===== config.mk =====
export PLATFORM = sky130hd
export DESIGN_NAME = pcpi_scheduler
export DESIGN_NICKNAME = d
export VERILOG_FILES = /design/src/rtl/pcpi_pkg.sv /design/src/rtl/pcpi_timeout_ctr.sv /design/src/rtl/pcpi_scheduler.sv
export SDC_FILE = /design/constraint.sdc
export NUM_CORES = 1
export LEC_CHECK = 0
export ABC_AREA = 0
export CORE_ASPECT_RATIO = 0.7
export CORE_UTILIZATION = 33
export CTS_CLUSTER_SIZE = 12
export DETAILED_ROUTE_END_ITERATION = 6
export PLACE_DENSITY = 0.75
export SYNTH_ARGS = -nofsm -noshare
export SYNTH_HDL_FRONTEND = slang
export SYNTH_SLANG_ARGS = --single-unit

===== constraint.sdc =====
create_clock -name clk -period 14.8 [get_ports clk]
set_input_delay 1.48 -clock clk [delete_from_list [all_inputs] [get_ports clk]]
set_output_delay 1.48 -clock clk [all_outputs]
set_load 0.005 [all_outputs]

===== src/rtl/pcpi_pkg.sv =====
// Shared definitions for the PCPI scheduler: FSM state encoding, the
// CUSTOM-0 major opcode, and where the unit index sits in the instruction.
package pcpi_pkg;

  typedef enum logic [2:0] {
    ST_IDLE    = 3'd0,
    ST_BUSY    = 3'd1,
    ST_RESP    = 3'd2,
    ST_ABORT   = 3'd3,
    ST_RELEASE = 3'd4
  } state_t;

  // RISC-V CUSTOM-0 major opcode.
  localparam logic [6:0] CUSTOM0_OPCODE = 7'b0001011;

  // Unit index is taken from the low bits of funct7.
  localparam int UNIT_IDX_LSB = 25;

endpackage


===== src/rtl/pcpi_timeout_ctr.sv =====
// Watchdog counter for one dispatched operation. Cleared by load, advances
// while enabled, and flags expire during the last permitted enabled cycle.
module pcpi_timeout_ctr #(
  parameter int TIMEOUT_CYCLES = 64
) (
  input  logic clk,
  input  logic rst,
  input  logic load,
  input  logic enable,
  output logic expire
);

  localparam int CW = $clog2(TIMEOUT_CYCLES);
  localparam logic [CW-1:0] LAST = CW'(TIMEOUT_CYCLES - 1);

  logic [CW-1:0] count;

  // Count enabled cycles since the last load; hold at the final value.
  always_ff @(posedge clk or posedge rst) begin
    if (rst) begin
      count <= '0;
    end else if (load) begin
      count <= '0;
    end else if (enable && (count != LAST)) begin
      count <= count + CW'(1);
    end
  end

  assign expire = enable && (count == LAST);

endmodule


===== src/rtl/pcpi_scheduler.sv =====
// PCPI arbiter: claims CUSTOM-0 instructions whose funct7 index names an
// attached unit, issues the latched operands to that unit, waits for its
// completion (or aborts it on timeout) and returns a one-cycle result to
// the core. Also keeps op and busy-cycle statistics.
//
// Handshake: the core holds pcpi_valid and the insn/operands stable until it
// sees pcpi_ready or gives up. Toward a unit, unit_valid[i] stays high for the
// whole operation and the unit answers with a single-cycle unit_ready[i]
// together with unit_wr[i]/unit_rd; completion strobes from non-selected
// units are ignored. Withdrawing unit_valid (flush, abort, reset) cancels
// the operation and the unit must tolerate that.
module pcpi_scheduler
  import pcpi_pkg::*;
#(
  parameter int         N_UNITS        = 2,
  parameter int         IDX_W          = 3,
  parameter int         TIMEOUT_CYCLES = 64,
  parameter logic [6:0] CUSTOM_OPCODE  = CUSTOM0_OPCODE
) (
  input  logic                  clk,
  input  logic                  rst,
  input  logic                  pcpi_valid,
  input  logic [31:0]           pcpi_insn,
  input  logic [31:0]           pcpi_rs1,
  input  logic [31:0]           pcpi_rs2,
  output logic                  pcpi_wait,
  output logic                  pcpi_ready,
  output logic                  pcpi_wr,
  output logic [31:0]           pcpi_rd,
  output logic [N_UNITS-1:0]    unit_valid,
  output logic [31:0]           unit_insn,
  output logic [31:0]           unit_rs1,
  output logic [31:0]           unit_rs2,
  input  logic [N_UNITS-1:0]    unit_ready,
  input  logic [N_UNITS-1:0]    unit_wr,
  input  logic [32*N_UNITS-1:0] unit_rd,
  input  logic                  err_clr,
  output logic                  err_timeout,
  output logic [31:0]           ops_done,
  output logic [31:0]           busy_cycles
);

  state_t state;
  state_t state_next;

  logic [31:0]      insn_q;
  logic [31:0]      rs1_q;
  logic [31:0]      rs2_q;
  logic [IDX_W-1:0] sel_q;
  logic             wr_q;
  logic [31:0]      rd_q;

  logic [IDX_W-1:0]   req_idx;
  logic               claim;
  logic               load;
  logic               capture;
  logic               in_busy;
  logic               expire;
  logic               sel_ready;
  logic               sel_wr;
  logic [31:0]        sel_rd;
  logic [N_UNITS-1:0] sel_onehot;

  assign req_idx = pcpi_insn[UNIT_IDX_LSB +: IDX_W];
  assign claim   = pcpi_valid
                && (pcpi_insn[6:0] == CUSTOM_OPCODE)
                && (int'(req_idx) < N_UNITS);
  assign in_busy = (state == ST_BUSY);

  pcpi_timeout_ctr #(
    .TIMEOUT_CYCLES (TIMEOUT_CYCLES)
  ) u_timeout (
    .clk    (clk),
    .rst    (rst),
    .load   (load),
    .enable (in_busy),
    .expire (expire)
  );

  // Pick the selected unit's completion, write-enable and result; others are ignored.
  always_comb begin
    sel_ready  = 1'b0;
    sel_wr     = 1'b0;
    sel_rd     = '0;
    sel_onehot = '0;
    for (int i = 0; i < N_UNITS; i++) begin
      if (sel_q == IDX_W'(i)) begin
        sel_ready     = unit_ready[i];
        sel_wr        = unit_wr[i];
        sel_rd        = unit_rd[32*i +: 32];
        sel_onehot[i] = 1'b1;
      end
    end
  end

  // State register.
  always_ff @(posedge clk or posedge rst) begin
    if (rst) begin
      state <= ST_IDLE;
    end else begin
      state <= state_next;
    end
  end

  // Next-state logic: flush beats completion, completion beats timeout.
  always_comb begin
    state_next = state;
    load       = 1'b0;
    capture    = 1'b0;
    case (state)
      ST_IDLE: begin
        if (claim) begin
          state_next = ST_BUSY;
          load       = 1'b1;
        end
      end
      ST_BUSY: begin
        if (!pcpi_valid) begin
          state_next = ST_IDLE;
        end else if (sel_ready) begin
          state_next = ST_RESP;
          capture    = 1'b1;
        end else if (expire) begin
          state_next = ST_ABORT;
        end
      end
      ST_RESP:  state_next = ST_RELEASE;
      ST_ABORT: state_next = ST_RELEASE;
      ST_RELEASE: begin
        if (!pcpi_valid) begin
          state_next = ST_IDLE;
        end
      end
      default: state_next = ST_IDLE;
    endcase
  end

  // Latch the request on claim and the unit's answer on completion.
  always_ff @(posedge clk or posedge rst) begin
    if (rst) begin
      insn_q <= '0;
      rs1_q  <= '0;
      rs2_q  <= '0;
      sel_q  <= '0;
      wr_q   <= 1'b0;
      rd_q   <= '0;
    end else begin
      if (load) begin
        insn_q <= pcpi_insn;
        rs1_q  <= pcpi_rs1;
        rs2_q  <= pcpi_rs2;
        sel_q  <= req_idx;
      end
      if (capture) begin
        wr_q <= sel_wr;
        rd_q <= sel_rd;
      end
    end
  end

  // Statistics and the sticky timeout flag; a new timeout overrides err_clr.
  always_ff @(posedge clk or posedge rst) begin
    if (rst) begin
      ops_done    <= '0;
      busy_cycles <= '0;
      err_timeout <= 1'b0;
    end else begin
      if (state == ST_RESP) begin
        ops_done <= ops_done + 32'd1;
      end
      if (in_busy) begin
        busy_cycles <= busy_cycles + 32'd1;
      end
      if (state == ST_ABORT) begin
        err_timeout <= 1'b1;
      end else if (err_clr) begin
        err_timeout <= 1'b0;
      end
    end
  end

  // Outputs are decoded from registered state so they appear one cycle after claim.
  assign pcpi_wait  = in_busy;
  assign pcpi_ready = (state == ST_RESP);
  assign pcpi_wr    = (state == ST_RESP) && wr_q;
  assign pcpi_rd    = (state == ST_RESP) ? rd_q : 32'd0;
  assign unit_valid = in_busy ? sel_onehot : '0;
  assign unit_insn  = insn_q;
  assign unit_rs1   = rs1_q;
  assign unit_rs2   = rs2_q;

endmodule


Yosys cells after proc, flatten, opt, wreduce, memory -nomap -nowiden
Cells that the tools add are included.
Cells by class
  add/sub/neg operators: 3
  order comparisons: 1
  equality and inequality tests: 11
  mux-type cells: 25
  reduce and logical (&&, ||, !) cells: 11
Operators by type and width (count)
  $mux 32: 3
  $add 32x1->32 const B: 2
  $mux 3: 5
  $mux 1: 13
  $mux 6: 2
  $pmux 3 s4: 1
  $eq 7x4->1 const B: 1
  $add 6x1->6 const B: 1
  $eq 3x1->1 const B: 2
  $eq 3x2->1 const B: 2
  $eq 6x6->1 const B: 1
  $logic_not 3->1: 2
  $ne 6x6->1 const B: 1
  $logic_and 1x1->1: 5
  $ne 2x2->1 const B: 2
  $ne 4x2->1 const B: 1
  $reduce_bool 2->1: 2
  $eq 3x3->1 const B: 1
  $lt 3x2->1 const B: 1
  $reduce_and 3->1: 1
  $mux 2: 1
  $reduce_or 2->1: 1
Word-level totals
  register bits after elaboration: 206
  input port bits: 168
  output and inout bits: 198

Logic depth before layout (Yosys ltp)
  depth after elaboration: 6
  depth in mapped cells: 8
  mapped depth without buffers: 5

Cells and area by module
A second synthesis with hierarchy kept.
Unflattened totals
  cell total of the unflattened synthesis: 674
  area total of the unflattened synthesis: 8868.5 um^2
By module, submodules not included
  pcpi_scheduler: times used 1, cells an instance 634, area an instance 8481.9 um^2, sequential area each 4929.7 um^2
  pcpi_timeout_ctr: times used 1, cells an instance 40, area an instance 386.6 um^2, sequential area each 150.1 um^2

Least setup slack after synthesis
Ideal clock, no wire load.
  path kind: register to output
  from: reg state[0]
  to: out pcpi_rd[23]
  data arrival time: 1.463 ns
  data required time: 13.320 ns
  setup slack: 11.857 ns
  cell stages (with the launch flop): 6
  path buffers: 2
  cell sequence: dfrtp_1 -> or3b_1 -> buf_6 -> inv_1 -> clkbuf_1 -> and2_1
Between the ends
  word-level cells in the longest chain between the ends: 2
RTL lines
  start: declaration: line pcpi_scheduler.sv:43  | state_t state;
  start signal: assignment: line pcpi_scheduler.sv:101  | state <= state_next;
  $eq 3x2->1
  via pcpi_ready: line pcpi_scheduler.sv:27  | output logic pcpi_ready,
  $mux 32: line pcpi_scheduler.sv:186  | assign pcpi_rd = (state == ST_RESP) ? rd_q : 32'd0;
  end: declaration: line pcpi_scheduler.sv:29  | output logic [31:0] pcpi_rd,
The timed path passes the listed nets, and every way through them passes these cells.

Worst setup path after layout
  from: reg state[0]
  to: out pcpi_wr
Between the ends
  word-level cells in the longest chain between the ends: 2
RTL lines
  $eq 3x2->1: line pcpi_scheduler.sv:185  | assign pcpi_wr = (state == ST_RESP) && wr_q;
  $logic_and 1x1->1: line pcpi_scheduler.sv:185
  end: declaration: line pcpi_scheduler.sv:28  | output logic pcpi_wr,
Every way passes these cells.

==> results.json <==
{
  "synth_edf_count": 0,
  "synth.distinct_cells": 43,
  "worstSkewPairLatency_ps": 500,
  "synth_top_area_cell": "dfrtp_1",
  "grt_pass1_wl_mm": 38.7,
  "place_area_mm2": 0.0127,
  "overflow": 0,
  "ys_async_sr_fraction": 1.00,
  "worst_slew_pin_slew_ps": 1080,
  "rsz0062_at_grt": "no",
  "max_freq_ghz": 0.217,
  "yosysMostFrequentCell": "nand2_1",
  "clk_pin_slew_worst_paths_ps": 60,
  "path_buf_inv": 2,
  "die_x_um": 196,
  "path_class": "flip-flop to output pin",
  "ys_ff_latch": 203,
  "cpMaxStageDelayCell": "inv_1",
  "cts_setup_buffers": 0,
  "design_area_mm2": 0.0134,
  "place.gp.congestion": 0.845,
  "yosysWarnings": 0,
  "grt_pass1_vias": 7170,
  "antenna_found_initial": 2,
  "finish.utilization": 0.519,
  "drc_errors": 0,
  "hold_buffers": 0,
  "first_pass_iters": 6,
  "wire_per_inst_um": 15.6,
  "setup_tns_ps": 0,
  "r2r_setup_slack_ps": 12460,
  "grt_start_max_net_pins": 152,
  "row_count": 49,
  "grt_usage": 0.181,
  "rr_endpoint": "ops_done[3]",
  "rr_worst_depth": 4,
  "netlist_top_cells_count": "nand2_1, dfrtp_1, and2_1",
  "fin_worst_skew_ps": 5.78,
  "relSlewSlack": 0.278,
  "period_share": 0.312,
  "die_h_um": 138,
  "hold_class": "flip-flop to flip-flop",
  "root_buffer": "clkbuf_16",
  "setup_viol": 0,
  "cts_tree": "yes",
  "peakVddDrop_v": 0.0000736,
  "p_per_area_mw_per_mm2": 89.7,
  "worstPathCellList": "or3b_1 -> inv_1 -> and2_1 -> clkdlybuf4s50_1",
  "num_antenna_cells": 0,
  "drt_iter0_drc": 277,
  "worst_path_largest_cell_delay_ps": 800,
  "drv_cap": 0,
  "synth_area_leaders": "dfrtp_1, nand2_1, xnor2_1",
  "status": "complete, no violations",
  "synth_seq_area_share": 0.583,
  "hpwl_mm": 17.8,
  "drive_gt1_frac": 0.0446,
  "synth_area_mm2": 0.00872,
  "synthCells": 892,
  "endpoint_kind": "output pin",
  "slew_violations": 0,
  "r2r_start": "state[0]",
  "nFillCells": 2300,
  "cpLargestDelayFamily": "buffers and inverters",
  "synth_nets": 1063,
  "initial_core_util": 0.338,
  "die_area_mm2": 0.0271,
  "drt-total-wl_mm": 25.2,
  "multi_input_area_mm2": 0.00343,
  "synthToLayoutAreaGrowth_pct": 53.6,
  "io_buffers": 365,
  "coreArea_mm2": 0.0258,
  "fin_hold_ws_ps": 463,
  "crit_arrival_ps": 3130,
  "cts_max_level": 1,
  "cp-startpoint": "state[0]",
  "hold_path_depth": 2,
  "syn_avg_cell_area_um2": 9.77,
  "ios": 366,
  "p_leak_nw": 6.20,
  "yosys.area.top_type_share": 0.583,
  "cp-start-kind": "flip-flop",
  "cts_resized": 0,
  "min_period_ps": 4610,
  "clock_sinks": 203,
  "seq_area_mm2": 0.00508,
  "numCtsBuffers": 22,
  "ys_dominant_reg_cell": "dfrtp_1",
  "hold_path.startpoint": "unit_rs2[25]",
  "via_per_inst": 4.62,
  "crit_fanout": 37,
  "drtAntennaViolNets": 0,
  "final_net_count": 1416,
  "cts.path.max_buffers": 3,
  "vias": 7449,
  "required_ps": 13320,
  "p_total_w": 0.00120,
  "min_to": "unit_rs2[25]",
  "hold_viol_final": 0
}
-- where the power goes --
part           internal [W]  leakage, nW  switching (W)  total (W)
combinational     0.0000586         3.06      0.0000329  0.0000914
clock              0.000321        0.338       0.000218   0.000540
sequential         0.000564         2.80     0.00000588   0.000570
total              0.000944         6.20       0.000257    0.00120
-- layout make-up --
| type | instances | share of cell area |
|---|---|---|
| timing repair buffer | 371 | 0.276 |
| clock inverter | 5 | 0.00560 |
| multi-input combinational | 636 | 0.256 |
| sequential | 203 | 0.379 |
| inverter | 11 | 0.00364 |
| tap | 357 | 0.0333 |
| clock buffer | 30 | 0.0457 |
-- flip-flops by register name, summed over array words and instances, names as in the netlist --
signal	cells
busy_cycles	32
ops_done	32
rd_q	32
unit_insn	32
unit_rs1	32
unit_rs2	32
u_timeout.count	6
state	3
err_timeout	1
wr_q	1
-- routing by layer --
metal  track usage  wire length (um)  vias to the layer above
li1              -                 -                     3635
met3        0.0705              2500                       46
met1         0.224             10600                     3492
met2         0.294             11500                      272
met5             0                27                        -
met4        0.0499               605                        4
-- stage by stage --
step | setup WS (ps) | cells
global route | 9940 | 1613
finish | 10190 | 1613
detailed placement | 10630 | 1578
CTS | 10080 | 1613
floorplan | 7780 | 892
global placement | 10630 | 1578
-- layout by cell type (no fill, tap or decap), types with 6 or more instances in the layout --
cell / count
and3_1: 7
nand4_1: 17
a22oi_1: 33
buf_4: 6
clkbuf_16: 23
clkbuf_1: 6
o21ai_0: 34
nor3_1: 9
nand2_1: 326
inv_1: 9
nor4_2: 6
clkdlybuf4s50_1: 365
xnor2_1: 42
nor4_1: 7
and2_1: 46
xor2_1: 23
dfrtp_1: 203
nor2_1: 14
nand3_1: 25
and4_1: 8
-- worst register-to-register path: stages, from the launching register on --
cell,delay [ps]
dfrtp_1,420
or3b_1,610
inv_1,810
nand4_1,220
xnor2_1,170
-- cell families after synthesis --
kind of cell               Yosys count  share of synthesized area
and+or+nand+nor                    491                      0.267
muxes                                3                    0.00359
adders and majority gates            3                    0.00431
xor gates and xnor gates            65                     0.0653
DFF                                203                      0.583
buffers and inverters               53                     0.0244
AOI/OAI and AO/OA                   74                     0.0531
-- worst max-delay path by stage --
stage | end | slack (ps) | depth (start not counted)
5_1_grt | pcpi_rd[29] | 9940 | 4
4_1_cts | pcpi_wr | 10080 | 4
2_1_floorplan | busy_cycles[0] | 7780 | 1
3_5_place_dp | pcpi_wr | 10630 | 4
3_3_place_gp | pcpi_wr | 10630 | 4
6_report | pcpi_wr | 10190 | 4
Note: power is estimated with default switching activity, not from simulation.
